<file path="config.mk">
export PLATFORM = sky130hd
export DESIGN_NAME = seg7_scan_driver
export DESIGN_NICKNAME = d
export VERILOG_FILES = /design/src/rtl/seg7_scan_driver.sv
export SDC_FILE = /design/constraint.sdc
export NUM_CORES = 1
export LEC_CHECK = 0
export CAP_MARGIN = 20
export CORE_MARGIN = 2
export CORE_UTILIZATION = 40
export CTS_BUF_LIST = sky130_fd_sc_hd__clkbuf_4 sky130_fd_sc_hd__clkbuf_8 sky130_fd_sc_hd__clkbuf_16
export DETAILED_ROUTE_END_ITERATION = 7
export SYNTH_ARGS = -nofsm -noshare
export SYNTH_HDL_FRONTEND = slang
export SYNTH_SLANG_ARGS = --single-unit
export TNS_END_PERCENT = 1
</file>
<file path="constraint.sdc">
create_clock -name clk -period 5.3 [get_ports clk]
set_input_delay 1.06 -clock clk [delete_from_list [all_inputs] [get_ports clk]]
set_output_delay 1.06 -clock clk [all_outputs]
set_load 0.05 [all_outputs]
</file>
<file path="src/rtl/seg7_scan_driver.sv">
// seg7_scan_driver: time-multiplexes four hex digits onto one active-low 7-segment bus.
// Latency: an/seg are registered one clock after the prescaler, slot and shadow state.
// Backpressure: none. en=0 freezes the scan position and blanks the display.
module seg7_scan_driver #(
  parameter int REFRESH_DIV = 50000,
  parameter int BLANK_CYC   = 500
) (
  input  logic       clk,
  input  logic       rst,
  input  logic       en,
  input  logic [4:0] digit0,
  input  logic [4:0] digit1,
  input  logic [4:0] digit2,
  input  logic [4:0] digit3,
  output logic [3:0] an,
  output logic [6:0] seg,
  output logic       frame_done
);

  // Prescaler width; REFRESH_DIV >= 2 keeps this at least one bit.
  localparam int            CW       = $clog2(REFRESH_DIV);
  localparam logic [CW-1:0] CNT_LAST = CW'(REFRESH_DIV - 1);

  // A blanked digit: bit 4 set, value bits don't care.
  localparam logic [4:0] SH_BLANK  = 5'b10000;
  localparam logic [3:0] AN_OFF    = 4'b1111;
  localparam logic [6:0] SEG_OFF   = 7'b1111111;

  logic [CW-1:0] cnt;
  logic [1:0]    idx;
  logic [4:0]    sh0, sh1, sh2, sh3;
  logic          tick;
  logic          frame_end;
  logic [4:0]    cur;
  logic          in_blank;
  logic          dark;
  logic [6:0]    seg_on;
  logic [3:0]    an_nxt;
  logic [6:0]    seg_nxt;

  assign tick      = en && (cnt == CNT_LAST);
  assign frame_end = tick && (idx == 2'd3);

  // Anti-ghosting window at the start of each slot. With no window the
  // compare would be constant, so it is left out entirely.
  generate
    if (BLANK_CYC == 0) begin : g_noblank
      assign in_blank = 1'b0;
    end else begin : g_blank
      localparam logic [CW-1:0] BLANK_LIM = CW'(BLANK_CYC);
      assign in_blank = (cnt < BLANK_LIM);
    end
  endgenerate

  // Prescaler: counts clocks within the current slot, frozen while disabled.
  always_ff @(posedge clk or posedge rst) begin
    if (rst) begin
      cnt <= '0;
    end else if (en) begin
      if (cnt == CNT_LAST) begin
        cnt <= '0;
      end else begin
        cnt <= cnt + 1'b1;
      end
    end
  end

  // Slot index: steps to the next digit at the end of each slot.
  always_ff @(posedge clk or posedge rst) begin
    if (rst) begin
      idx <= 2'd0;
    end else if (tick) begin
      idx <= idx + 2'd1;
    end
  end

  // Shadow copies of the digits, refreshed only at the frame boundary so a
  // frame never shows a mix of old and new values.
  always_ff @(posedge clk or posedge rst) begin
    if (rst) begin
      sh0 <= SH_BLANK;
      sh1 <= SH_BLANK;
      sh2 <= SH_BLANK;
      sh3 <= SH_BLANK;
    end else if (frame_end) begin
      sh0 <= digit0;
      sh1 <= digit1;
      sh2 <= digit2;
      sh3 <= digit3;
    end
  end

  // Select the shadow belonging to the slot being displayed.
  always_comb begin
    cur = sh0;
    case (idx)
      2'd0: cur = sh0;
      2'd1: cur = sh1;
      2'd2: cur = sh2;
      2'd3: cur = sh3;
      default: cur = sh0;
    endcase
  end

  // Hex to active-high segment pattern, {g,f,e,d,c,b,a}.
  always_comb begin
    seg_on = 7'h00;
    case (cur[3:0])
      4'h0: seg_on = 7'h3F;
      4'h1: seg_on = 7'h06;
      4'h2: seg_on = 7'h5B;
      4'h3: seg_on = 7'h4F;
      4'h4: seg_on = 7'h66;
      4'h5: seg_on = 7'h6D;
      4'h6: seg_on = 7'h7D;
      4'h7: seg_on = 7'h07;
      4'h8: seg_on = 7'h7F;
      4'h9: seg_on = 7'h6F;
      4'hA: seg_on = 7'h77;
      4'hB: seg_on = 7'h7C;
      4'hC: seg_on = 7'h39;
      4'hD: seg_on = 7'h5E;
      4'hE: seg_on = 7'h79;
      4'hF: seg_on = 7'h71;
      default: seg_on = 7'h00;
    endcase
  end

  assign dark = !en || in_blank || cur[4];

  // Next display drive: all off when dark, else one anode low for this slot.
  always_comb begin
    an_nxt  = AN_OFF;
    seg_nxt = SEG_OFF;
    if (!dark) begin
      an_nxt[idx] = 1'b0;
      seg_nxt     = ~seg_on;
    end
  end

  // Output registers; reset forces the display dark without a clock edge.
  always_ff @(posedge clk or posedge rst) begin
    if (rst) begin
      an         <= AN_OFF;
      seg        <= SEG_OFF;
      frame_done <= 1'b0;
    end else begin
      an         <= an_nxt;
      seg        <= seg_nxt;
      frame_done <= frame_end;
    end
  end

endmodule

</file>
==> metrics.csv <==
stage;metric;value;unit
run_status;status;completed;
route;postRouteWirelength;4498;µm
route;drt_iter0_markers;64;
worst_hold_path;min_path_type;register to register;
clocking;clkTransAtPathRegs;80;ps
synth;syn_area;2466;µm²
floorplanning;start_util;41.41;%
pwr;p_sw;0.1742;mW
pwr;ir_drop;0.1566;mV
layout;drive_above_1_share;20.83;%
sta;fin_worst_skew;17.90;ps
worst_hold_path;hold_path.startpoint;cnt[12];
pwr;p_comb_share;9.2;%
sta;fin_crit;3419;ps
sta;max_freq;292.5;MHz
synth;synth_fp_nets;238;
layout;fillCellCount;550;
flow_run;drv_cap;0;
setup_path;worst_setup_path_end_kind;register;
clocking;cts_setup_buffers;0;
placed_design;dp_hpwl;3260;µm
route;final_antenna_net_count;0;
sta;setup_tns;0;ps
sta;worst_slew_pin_slew;882.9;ps
synth;yosysSeqAreaShare;51.50;%
sta;hold_viol;0;
clocking;ctsRootBufferMaster;clkbuf_8;
clocking;cts_inserted_buffers;5;
synth;synth_top_area_cell;dfrtp_1;
synth;ys_warn_count;0;
pwr;internal_power;0.5516;mW
layout;multi_input_area;1121;µm²
synth;netlist.area_leader.share;35.51;%
setup_path;reg2reg_slack;2660;ps
clocking;cts_max_level;2;
global_routing;grt_usage;14.92;%
floorplanning;row_count;28;
worst_hold_path;worstHoldEndpoint;cnt[12];
synth;synth_edf_count;0;
synth;synth_area_leaders;dfrtp_1, dfstp_2, mux2_4, ha_1, xnor2_1;
pwr;leakage;1.363;nW
sta;finalSetupViolations;0;
clocking;cts_resized;0;
sta;min_period_over_period;64.50;%
sta;hold_slack;492.3;ps
synth;syn_avg_cell_area;12.15;µm²
pwr;p_seq_share;59.0;%
layout;syn2layout_area_growth;20.75;%
setup_path;r2r_end;sh1[1];
global_routing;grt_start_max_net_pins;51;
global_routing;grt_overflow;0;
placed_design;numPortBuffers;34;
setup_path;crit_arrival;3600;ps
clocking;tritoncts;built;
setup_path;rr_worst_depth;4;
global_routing;first_global_vias;1646;
clocking;clk_path_buf_depth;2;
floorplanning;fp.coreArea;5956;µm²
placed_design;gp_congestion;0.7831;
setup_path;worst-path-max-fanout;20;
pwr;swShare;24.00;%
clocking;clock-sinks;50;
layout;register_area;1270;µm²
setup_path;startpoint_type;primary input;
synth;netlist_top_cells_count;dfrtp_1, nand2_1, mux2_4, dfstp_2, ha_1;
route;drtPass1Iterations;4;
sta;drv_slew;0;
floorplanning;io_pins;35;
route;wl_per_cell;14.28;µm
worst_hold_path;holdPathStages;1;
pwr;clkPwrFrac;31.8;%
layout;final_net_count;274;
synth;yosysMostFrequentCell;dfrtp_1;
setup_path;r2r-start;cnt[13];
clocking;clkLatencyLatePin;300;ps
clocking;cts_hold_buf;0;
sta;rsz0062_at_grt;false;
synth;async_flop_share;100.0;%
global_routing;grt_antenna_before_repair;0;
floorplanning;die_area;6810;µm²
synth;ys.flop_type;dfrtp_1;
sta;slew_headroom;41.14;%
layout;antenna_cells_inserted;0;
setup_path;critPathKind;primary input to register;
pwr;p_per_area;243.7;nW/µm²
synth;synthCells;203;
synth;synth.distinct_cells;42;
route;drc;0;
route;vias_per_cell;5.197;
route;vias;1637;
floorplanning;die_w;82.52;µm
floorplanning;die_h;82.52;µm
setup_path;required;5480;ps
synth;ys_seq_elements;50;
global_routing;grt_pass1_wl;7769;µm
layout make-up:
| class | instances | share of cell area (%) |
|---|---|---|
| Multi-Input combinational cell | 137 | 37.65 |
| Inverter | 10 | 1.261 |
| Tap cell | 75 | 3.151 |
| Sequential cell | 50 | 42.65 |
| Clock buffer | 7 | 3.025 |
| Clock inverter | 1 | 0.1681 |
| Timing Repair Buffer | 35 | 12.10 |
critical path: stages:
cell and delay, ps:
clkdlybuf4s50_1 610, nand4_1 320, nor4_4 640, nand2_2 520
mux2_4 440
cell families after synthesis:
logic type / after synthesis / synth area share, %
AO/OA/AOI/OAI: 30 / 8.422
XOR/XNOR: 12 / 4.262
adder cells (fa/ha/maj): 12 / 6.088
buffers and inverters: 16 / 3.044
flip-flops: 50 / 51.50
multiplexers: 25 / 14.10
AND/OR/NAND/NOR: 58 / 12.58
power groups by stage:
stage                     registers (mW)  logic (mW)  clock network [mW]
after floorplan                    0.429      0.0424                   0
after global placement             0.435      0.0646                   0
after detailed placement           0.435      0.0665                   0
after CTS                          0.429      0.0666               0.237
after global routing               0.433      0.0754               0.253
final                              0.428      0.0668               0.231
worst max path at each step:
stage | from | end | slack, ps | cells past startpoint
after floorplan | en | sh2[0] | 2530 | 6
after global placement | en | sh1[1] | 1590 | 5
after detailed placement | en | sh1[2] | 1550 | 5
after CTS | en | sh1[1] | 1870 | 5
after global routing | en | sh1[1] | 1660 | 5
final | en | sh1[1] | 1880 | 5
layer usage:
metal,track usage [%],share of wire [%],up-vias
met4,5.738,2.0,0
met2,22.74,43,37
li1,-,-,796
met3,2.935,3.7,7
met5,0,0,-
met1,20.89,51,797
state kept, by name, summed over array words and instances, names as in the netlist:
register / cells
idx: 2
seg: 7
frame_done: 1
sh0: 5
an: 4
sh3: 5
sh2: 5
sh1: 5
cnt: 16
cells in the final DEF (no fill, tap or decap), types with 2 or more instances in the layout:
| master | synthesis | routed |
|---|---|---|
| inv_2 | 1 | 2 |
| inv_1 | 9 | 8 |
| a22oi_1 | 2 | 2 |
| mux2i_1 | 4 | 4 |
| nand4_1 | 7 | 7 |
| a222oi_1 | 3 | 3 |
| mux2_2 | 2 | 2 |
| xor2_1 | 2 | 2 |
| nand3_1 | 5 | 5 |
| a21oi_1 | 6 | 6 |
| ha_1 | 12 | 12 |
| o211ai_1 | 2 | 2 |
| dfstp_2 | 15 | 15 |
| clkdlybuf4s50_1 | 0 | 34 |
| o21ai_1 | 3 | 3 |
| clkbuf_8 | 0 | 6 |
| nor2_1 | 8 | 8 |
| dfrtp_1 | 35 | 35 |
| o2bb2ai_1 | 2 | 2 |
| o21ai_0 | 5 | 5 |
| xnor2_1 | 10 | 10 |
| o221ai_1 | 2 | 2 |
| mux2_4 | 19 | 19 |
| nand2_1 | 22 | 22 |
| nor3_1 | 4 | 4 |
through the flow:
| step | instance area [µm²] | setup slack (ps) | utilization [%] | total power, mW | cells |
|---|---|---|---|---|---|
| final | 2978 | 1881 | 50.00 | 0.7258 | 315 |
| after global routing | 2978 | 1656 | 50.00 | 0.7614 | 315 |
| after CTS | 2958 | 1869 | 49.66 | 0.7323 | 314 |
| after detailed placement | 2863 | 1550 | 48.07 | 0.5020 | 306 |
| after global placement | 2863 | 1585 | 48.07 | 0.4995 | 306 |
| after floorplan | 2466 | 2530 | - | 0.4709 | 203 |
Power figures use the tool's default switching activity.
